$ cat src/rtl/smd_map_pkg.sv
// -----------------------------------------------------------------------------
// smd_map_pkg
// Shared constants for the Mega Drive cartridge mapper and any other bus
// register blocks that sit on the /TIME register window.
//   REG_BASE_DEF   default byte address of register 0 (low nibble zero)
//   CTRL_IDX       register index of the BRAM control register
//   CTRL_RAM_ON    bit position of the BRAM map enable in the control register
//   CTRL_WP        bit position of the BRAM write-protect in the control register
//   WE_COMMIT_PAT  synchroniser history that marks a committed write
//   WE_SYNC_RST    synchroniser reset value (looks like a strobe already held)
// -----------------------------------------------------------------------------
package smd_map_pkg;

   localparam logic [23:0] REG_BASE_DEF  = 24'hA130F0;
   localparam int unsigned CTRL_IDX      = 0;
   localparam int unsigned CTRL_RAM_ON   = 0;
   localparam int unsigned CTRL_WP       = 1;

   // Oldest sample low, two newest high: the strobe has been stable for two
   // clk50 samples, so the bus address and data are settled.
   localparam logic [2:0]  WE_COMMIT_PAT = 3'b011;
   localparam logic [2:0]  WE_SYNC_RST   = 3'b111;

   // True when a word address falls inside the 16-byte register window.
   function automatic logic reg_window_hit(input logic [23:1] addr,
                                           input logic [23:0] base);
      return addr[23:4] == base[23:4];
   endfunction

endpackage

$ cat src/rtl/bus_we_sync.sv
// -----------------------------------------------------------------------------
// bus_we_sync
// Samples an asynchronous bus write strobe into the clk50 domain and emits a
// single-cycle commit pulse once the strobe has been high for two samples.
// Strobes shorter than two samples are ignored; a strobe already high when
// reset releases never commits because the history resets to all-ones.
//   clk50   in   system clock
//   rst     in   synchronous reset, active-high
//   strobe  in   raw (unsynchronised) write strobe, active-high
//   commit  out  one-cycle commit pulse
// -----------------------------------------------------------------------------
module bus_we_sync
   import smd_map_pkg::*;
(
   input  logic clk50,
   input  logic rst,
   input  logic strobe,
   output logic commit
);

   logic [2:0] st;

   // NOTE: sequential state uses non-blocking assignments so every flop
   // samples the pre-edge value of its neighbours, giving a true shift.
   always_ff @(posedge clk50) begin
      if (rst) begin
         st <= WE_SYNC_RST;
      end else begin
         st <= {st[1:0], strobe};
      end
   end

   // Only the rising-edge history matches, so a long strobe commits once.
   assign commit = (st == WE_COMMIT_PAT);

endmodule

$ cat src/rtl/smd_bank_mapper.sv
// -----------------------------------------------------------------------------
// smd_bank_mapper
// Mega Drive cartridge mapper: splits the 4 MB cart space into NUM_BANKS
// equal windows, each remapped through a bank register, and maps BRAM into
// the upper half when enabled. Registers live at REG_BASE (idx = addr[3:1]):
//   idx 0            control: bit0 ram_on, bit1 ram_wp
//   idx 1..NUM-1     bank register for that window (window 0 is fixed at 0)
// Optional build macro: MAP_REGREAD_EN adds combinational register readback.
//   clk50        in   system clock
//   rst          in   synchronous reset, active-high
//   addr         in   CPU word address [23:1]
//   data_in      in   CPU data bus
//   as_n         in   address strobe, active-low
//   ce_lo_n      in   cart space select, active-low
//   oe_n         in   CPU read strobe, active-low
//   we_lo_n      in   low-byte write strobe, active-low
//   rom_ce       out  ROM PSRAM select
//   rom_addr     out  physical PSRAM word address
//   ram_ce       out  BRAM select
//   ram_we_en    out  BRAM write permitted
//   ram_on       out  BRAM mapped into its window
//   ram_wp       out  BRAM write-protect
//   reg_rd_oe    out  register readback drive enable (0 without the macro)
//   reg_rd_data  out  register readback data (0 without the macro)
// -----------------------------------------------------------------------------
module smd_bank_mapper
   import smd_map_pkg::*;
#(
   parameter int          NUM_BANKS  = 8,
   parameter int          BANK_W     = 6,
   parameter logic [23:0] REG_BASE   = REG_BASE_DEF,
   parameter logic        RAM_ON_RST = 1'b0,
   localparam int         WIN_BITS   = $clog2(NUM_BANKS),
   localparam int         WIN_OFF    = 21 - WIN_BITS
)(
   input  logic                      clk50,
   input  logic                      rst,
   input  logic [23:1]               addr,
   input  logic [15:0]               data_in,
   input  logic                      as_n,
   input  logic                      ce_lo_n,
   input  logic                      oe_n,
   input  logic                      we_lo_n,
   output logic                      rom_ce,
   output logic [BANK_W+WIN_OFF-1:0] rom_addr,
   output logic                      ram_ce,
   output logic                      ram_we_en,
   output logic                      ram_on,
   output logic                      ram_wp,
   output logic                      reg_rd_oe,
   output logic [15:0]               reg_rd_data
);

   logic                reg_sel;
   logic                wr_raw;
   logic                wr_commit;
   logic [2:0]          idx;
   logic [BANK_W-1:0]   bank_reg [NUM_BANKS];
   logic [WIN_BITS-1:0] win;
   logic                cart_ce;

   assign reg_sel = reg_window_hit(addr, REG_BASE);
   assign wr_raw  = !we_lo_n & !as_n & reg_sel;
   assign idx     = addr[3:1];

   bus_we_sync u_we_sync (
      .clk50  (clk50),
      .rst    (rst),
      .strobe (wr_raw),
      .commit (wr_commit)
   );

   // NOTE: the bank file is a handful of flops, not a RAM macro, so it is
   // reset to the identity map; software may rely on that power-on layout.
   always_ff @(posedge clk50) begin
      if (rst) begin
         for (int i = 0; i < NUM_BANKS; i++) begin
            bank_reg[i] <= BANK_W'(i);
         end
         ram_on <= RAM_ON_RST;
         ram_wp <= 1'b0;
      end else if (wr_commit) begin
         if (idx == 3'(CTRL_IDX)) begin
            ram_on <= data_in[CTRL_RAM_ON];
            ram_wp <= data_in[CTRL_WP];
         end
         // Window 0 stays at bank 0 so the vector table is always reachable.
         for (int i = 1; i < NUM_BANKS; i++) begin
            if (idx == 3'(i)) begin
               bank_reg[i] <= data_in[BANK_W-1:0];
            end
         end
      end
   end

   // addr[23:22] are not decoded, so the 4 MB space mirrors.
   assign cart_ce   = !ce_lo_n;
   assign win       = addr[21:WIN_OFF+1];
   assign ram_ce    = cart_ce & addr[21] & ram_on;
   assign rom_ce    = cart_ce & !ram_ce;
   assign rom_addr  = {bank_reg[win], addr[WIN_OFF:1]};
   assign ram_we_en = ram_ce & !ram_wp;

`ifdef MAP_REGREAD_EN
   assign reg_rd_oe = !oe_n & !as_n & reg_sel;

   // NOTE: every output of a combinational block gets a default first so no
   // path through the selects leaves it holding state (no latch).
   always_comb begin
      reg_rd_data = '0;
      if (idx == 3'(CTRL_IDX)) begin
         reg_rd_data[CTRL_RAM_ON] = ram_on;
         reg_rd_data[CTRL_WP]     = ram_wp;
      end
      for (int i = 1; i < NUM_BANKS; i++) begin
         if (idx == 3'(i)) begin
            reg_rd_data = 16'(bank_reg[i]);
         end
      end
   end
`else
   assign reg_rd_oe   = 1'b0;
   assign reg_rd_data = '0;

   // The read strobe only matters to the readback path.
   logic unused_oe;
   assign unused_oe = oe_n;
`endif

   // Upper data bits are ignored by every register.
   logic unused_data;
   assign unused_data = &{1'b0, data_in[15:BANK_W]};

endmodule

$ cat config.mk
export PLATFORM = sky130hd
export DESIGN_NAME = smd_bank_mapper
export DESIGN_NICKNAME = d
export VERILOG_FILES = /design/src/rtl/smd_map_pkg.sv /design/src/rtl/bus_we_sync.sv /design/src/rtl/smd_bank_mapper.sv
export SDC_FILE = /design/constraint.sdc
export NUM_CORES = 1
export LEC_CHECK = 0
export BUFFER_PORTS_ARGS = -buffer_cell sky130_fd_sc_hd__buf_4
export CORE_MARGIN = 8
export CORE_UTILIZATION = 44
export CTS_BUF_LIST = sky130_fd_sc_hd__clkbuf_16
export DETAILED_ROUTE_END_ITERATION = 12
export PLACE_DENSITY = 0.77
export SLEW_MARGIN = 25
export SYNTH_ARGS = -nofsm -noshare
export SYNTH_HDL_FRONTEND = slang
export SYNTH_SLANG_ARGS = --single-unit
$ cat constraint.sdc
create_clock -name clk50 -period 1.28 [get_ports clk50]
set_input_delay 0.064 -clock clk50 [delete_from_list [all_inputs] [get_ports clk50]]
set_output_delay 0.064 -clock clk50 [all_outputs]
set_load 0.1 [all_outputs]
==> results_dict.tcl, run 1 <==
set metrics [dict create \
    fin_util_pct 61.6 \
    max-vdd-ir-drop_mv 0.797 \
    finalNetCount 307 \
    vias 1674 \
    required_ps 1220 \
    cts.sink_count 47 \
    synth_top_area_cell "edfxtp_1" \
    die_y_um 90.5 \
    final_cell_mix "buf_4 (69), edfxtp_1 (42), nor2_1 (18)" \
    design_area_um2 3350 \
    hold_start "data_in[0]" \
    crit_path_top_delay_cell "mux4_2" \
    fmax_mhz 635 \
    wire_per_inst_um 17.8 \
    cts_tree "built" \
    syn_avg_cell_area_um2 12.1 \
    grt_pass1_wl_um 9130 \
    grt_max_degree 16 \
    grt_pass1_vias 1850 \
    fillers 414 \
    place_area_um2 3060 \
    setup_viol 23 \
    area_growth_pct 37.2 \
    layout_commonest_cell "buf_4" \
    p_per_area_nw_per_um2 1210 \
    crit_chain "mux4_2 -> nand2_2 -> o21ai_4 -> buf_12" \
    outcome "complete, but fails checks" \
    endpoint_kind "output pin" \
    dp_hpwl_um 4470 \
    synthCells 202 \
    synth_area_leaders "edfxtp_1 (52%), buf_4 (11%), mux4_1 (4.3%)" \
    timing.rr.start "u_we_sync.st[2]" \
    antenna_found_initial 0 \
    drtPass1Iterations 4 \
    violations "setup timing" \
    cts_hold_buf 0 \
    startpoint "bank_reg[7][2]" \
    drcViolationCount 0 \
    synth_top_area_share_pct 51.7 \
    synth_seq_area_share_pct 55.8 \
    clkLatencyLatePin_ps 290 \
    setup_slack_ps -294 \
    drv_slew 0 \
    n_antenna_cell 0 \
    path_clk_slew_ps 60 \
    io_pins 91 \
    crit_fanout 1 \
    cp_data_arrival_time_ps 1510 \
    largest_reg_flops 42 \
    gp_congestion 0.788 \
    fp-row-count 27 \
    total_leakage_power_uw 0.00134 \
    grt_overflow 0 \
    initial_core_util_pct 44.9 \
    rsz0062_at_grt "true" \
    skew_ps 6.10 \
    max_stage_delay_ps 490 \
    drive_above_1_share_pct 56.3 \
    h-tree-depth 2 \
    drtIter0Drc 71 \
    holdWs_ps 42.6 \
    cp-start-kind "flop" \
    die_area_um2 8180 \
    totalWireLength_um 5960 \
    routed_via_density 5.00 \
    die_width_um 90.5 \
    maxCapViolCount 0 \
    grt.total_usage_pct 14.4 \
    ys_seq_elements 47 \
    crit_family "multiplexers" \
    design.core.area_um2 5440 \
    cp.buffers_inverters 1 \
    cts_buffers 5 \
    finalCritPeriodShare_pct 123 \
    ys_warn_count 0 \
    hold_viol 0 \
    clockBufferDepth 2 \
    drtAntennaViolNets 0 \
    hp-class "input port to flop" \
    cts_root_buf "clkbuf_16" \
    synth.distinct_cells 34 \
    finalCriticalPeriod_ps 1570 \
    portBuffers 62 \
    critPathKind "flop to output pin" \
    power.total_uw 4050 \
    syn-cell-area_um2 2440 \
]
## worst min-delay path: stages
cell and delay, ps:
buf_4 120, nand3_1 60, a21oi_1 50
## final timing paths
path | end | slack [ps] | cells past startpoint
min | ram_on | 40 | 3
min reg2reg | ram_wp | 520 | 2
max reg2reg | bank_reg[3][1] | -80 | 3
max | rom_addr[20] | -290 | 4
## power breakdown
group	total (µW)	switching, µW	internal [µW]
clock network	1220	511	705
logic	1100	812	287
registers	1740	17.7	1720
## layer usage
layer  routed length (µm)  GRT usage (%)
met1                 2230           14.3
met2                 3360           27.5
met3                  330           4.90
met4                   45           3.74
met5                    0              0
## layout make-up
type,instances,area [µm²],share of cell area [%]
well taps,72,90.1,2.69
repair buffers,78,657,19.6
inverters,5,18.8,0.561
flip-flops and latches,47,1370,40.9
multi-input cells,125,1080,32.1
clock inverters,3,12.5,0.374
clock buffers,5,125,3.74
## through the flow
step	TNS [ps]	std cells	setup WS, ps
5_1_grt	-3530	335	-347
6_report	-2390	335	-294
3_3_place_gp	-1360	329	-72.2
3_5_place_dp	-2170	329	-110
4_1_cts	-2260	337	-290
2_1_floorplan	-739	218	-229
## Yosys cell counts
cell type and count:
conb_1 1, nor4_1 1, mux4_2 2, or2b_1 1
nand4bb_1 1, or2_2 13, nand2b_1 10, nor3_1 2
edfxtp_1 42, inv_1 5, nand2_1 11, nor2_1 25
a41o_1 1, a21oi_1 3, mux4_1 4, nor4b_1 2
o21ai_0 6, or4b_1 1, and2b_1 1, clkbuf_1 2
nand4_1 1, mux2_2 6, buf_8 1, a31o_2 2
and4bb_2 1, buf_4 35, nand3_1 4, dfxtp_1 5
and4b_1 1, buf_2 2, buf_6 1, nor2b_1 1
o21ai_1 2, a22oi_1 6
## timing repair
action                                  in CTS  in global routing
hold endpoints to repair                     0                  0
pin swaps                                    7                  9
buffers inserted                             0                  0
endpoints found under the setup margin      44                 41
resized for setup                           33                 21
## cell families (layout without fill, tap and decap cells)
| logic type | after synthesis | in the layout | share of synthesized area [%] |
|---|---|---|---|
| other cells | 1 | 17 | 0.154 |
| mux | 12 | 12 | 8.92 |
| simple gates | 76 | 76 | 16.6 |
| flops | 47 | 47 | 55.8 |
| buf+inv | 46 | 91 | 13.3 |
| compound gates | 20 | 20 | 5.23 |
Power figures use the tool's default switching activity.
==> run 2: changes to the inputs <==
--- a/config.mk
+++ b/config.mk
@@ -7,10 +7,10 @@
 export LEC_CHECK = 0
 export BUFFER_PORTS_ARGS = -buffer_cell sky130_fd_sc_hd__buf_4
 export CORE_MARGIN = 8
-export CORE_UTILIZATION = 44
+export CORE_UTILIZATION = 49
 export CTS_BUF_LIST = sky130_fd_sc_hd__clkbuf_16
 export DETAILED_ROUTE_END_ITERATION = 12
-export PLACE_DENSITY = 0.77
+export PLACE_DENSITY = 0.82
 export SLEW_MARGIN = 25
 export SYNTH_ARGS = -nofsm -noshare
 export SYNTH_HDL_FRONTEND = slang
==> constraint.sdc (replaced) <==
create_clock -name clk50 -period 1.68 [get_ports clk50]
set_input_delay 0.084 -clock clk50 [delete_from_list [all_inputs] [get_ports clk50]]
set_output_delay 0.084 -clock clk50 [all_outputs]
set_load 0.1 [all_outputs]
==> results_dict.tcl, run 2 (synthesized netlist as in run 1, its figures left out) <==
set metrics [dict create \
    outcome "complete, no violations" \
    clockBufferDepth 2 \
    setup-tns-final_ps 0 \
    drtIter0Drc 107 \
    sequentialPowerShare_pct 42.2 \
    dp_hpwl_um 3960 \
    comb_power_share_pct 23.7 \
    cts_buffers 5 \
    place_inst 308 \
    hp-class "input port to flop" \
    cts_tree "built" \
    p_int_uw 2160 \
    clkLatencyLatePin_ps 290 \
    grt_overflow 0 \
    h-tree-depth 2 \
    swShare_pct 31.0 \
    io_pins 91 \
    finalCritPeriodShare_pct 95.4 \
    area_growth_pct 22.1 \
    die_area_um2 7490 \
    n_antenna_cell 0 \
    final_cell_mix "buf_4 (62), edfxtp_1 (42), nor2_1 (24)" \
    drv_slew 0 \
    die_width_um 86.6 \
    maxCapViolCount 0 \
    totalWireLength_um 5080 \
    power.total_uw 3140 \
    finalNetCount 293 \
    layout_commonest_cell "buf_4" \
    max-vdd-ir-drop_mv 0.724 \
    p_per_area_nw_per_um2 1050 \
    initial_core_util_pct 51.3 \
    skew_ps 4.06 \
    grt_pass1_vias 1663 \
    hold_start "data_in[0]" \
    startpoint "bank_reg[5][1]" \
    endpoint_kind "output pin" \
    cts_hold_buf 0 \
    cts_root_buf "clkbuf_16" \
    grt.total_usage_pct 13.5 \
    wire_per_inst_um 16.1 \
    crit_fanout 1 \
    hold_viol 0 \
    cp-start-kind "flop" \
    timing.rr.start "u_we_sync.st[0]" \
    vias 1588 \
    portBuffers 62 \
    required_ps 1600 \
    fp-row-count 25 \
    cts.sink_count 47 \
    routed_via_density 5.04 \
    critPathKind "flop to output pin" \
    grt_max_degree 22 \
    clock_power_share_pct 34.1 \
    drive_above_1_share_pct 42.7 \
    die_y_um 86.6 \
    finalCriticalPeriod_ps 1600 \
    fmax_mhz 624 \
    grt_pass1_wl_um 7670 \
    antenna_found_initial 0 \
    drcViolationCount 0 \
    path_clk_slew_ps 60 \
    gp_congestion 0.810 \
    finalNonFillerCells 315 \
    cp_data_arrival_time_ps 1520 \
    p_sw_uw 974 \
    design.core.area_um2 4750 \
    rsz0062_at_grt "false" \
    drtPass1Iterations 5 \
    drtAntennaViolNets 0 \
    reg2reg_setup_slack_ps 140 \
    setup_viol 0 \
    total_leakage_power_uw 0.00118 \
    largest_reg_flops 42 \
]
==> run 2: cell types whose count changed in the layout (fill, tap and decap cells not counted), moves of 4 or more <==
cell / delta
or2_4: -7
o21ai_4: -6
nor2_4: -4
buf_4: -7
nand2_4: -4
or2_2: +7
nand2_1: +6
o21ai_2: +6
nor2_1: +6
==> run 2: through the flow <==
stage	cell area, µm²	hold slack, ps	util, %	worst slack (ps)
2_1_floorplan	2550	224	-	-150
3_3_place_gp	2800	359	59.0	190
3_5_place_dp	2800	362	59.0	160
4_1_cts	2960	60.8	62.3	40.6
5_1_grt	2980	80.2	62.7	4.52
6_report	2980	63.5	62.7	77.4
==> run 2: worst paths after layout <==
check / endpoint / depth (start not counted)
max: rom_addr[19] / 4
min: ram_on / 3
max reg2reg: bank_reg[3][1] / 3
min reg2reg: u_we_sync.st[1] / 1
==> run 2: final cells by class <==
cell class,count,area (µm²)
repair buffers,64,492
clock buffers,5,125
multi-input cells,125,863
fillers,368,1780
clock inverters,2,33.8
well taps,67,83.8
flip-flops and latches,47,1360
inverters,5,18.8
==> run 2: power groups by stage <==
stage / clock (µW) / combinational, µW / sequential (µW)
after floorplan: 0 / 639 / 1340
after global placement: 0 / 733 / 1350
after detailed placement: 0 / 737 / 1350
after CTS: 1070 / 738 / 1320
after global routing: 1110 / 769 / 1330
final: 1070 / 743 / 1320
==> run 2: routing by layer <==
| metal | global-route usage, % | up-vias | share of wire [%] |
|---|---|---|---|
| met4 | 5.79 | 0 | 1.2 |
| met1 | 13.3 | 758 | 37 |
| met5 | 0 | - | 0 |
| li1 | - | 762 | - |
| met2 | 24.4 | 62 | 53 |
| met3 | 5.29 | 6 | 8.8 |
==> run 2: timing repair <==
| item | CTS | global route |
|---|---|---|
| resized for setup | 0 | 5 |
| setup buffers | 0 | 0 |
| endpoints found under the setup margin | 0 | 8 |
==> run 2: critical path, cell delays in order (launching register included) <==
cell and delay [ps]:
edfxtp_1 360, mux4_1 490, nand2_1 90, o21ai_2 50
buf_4 230
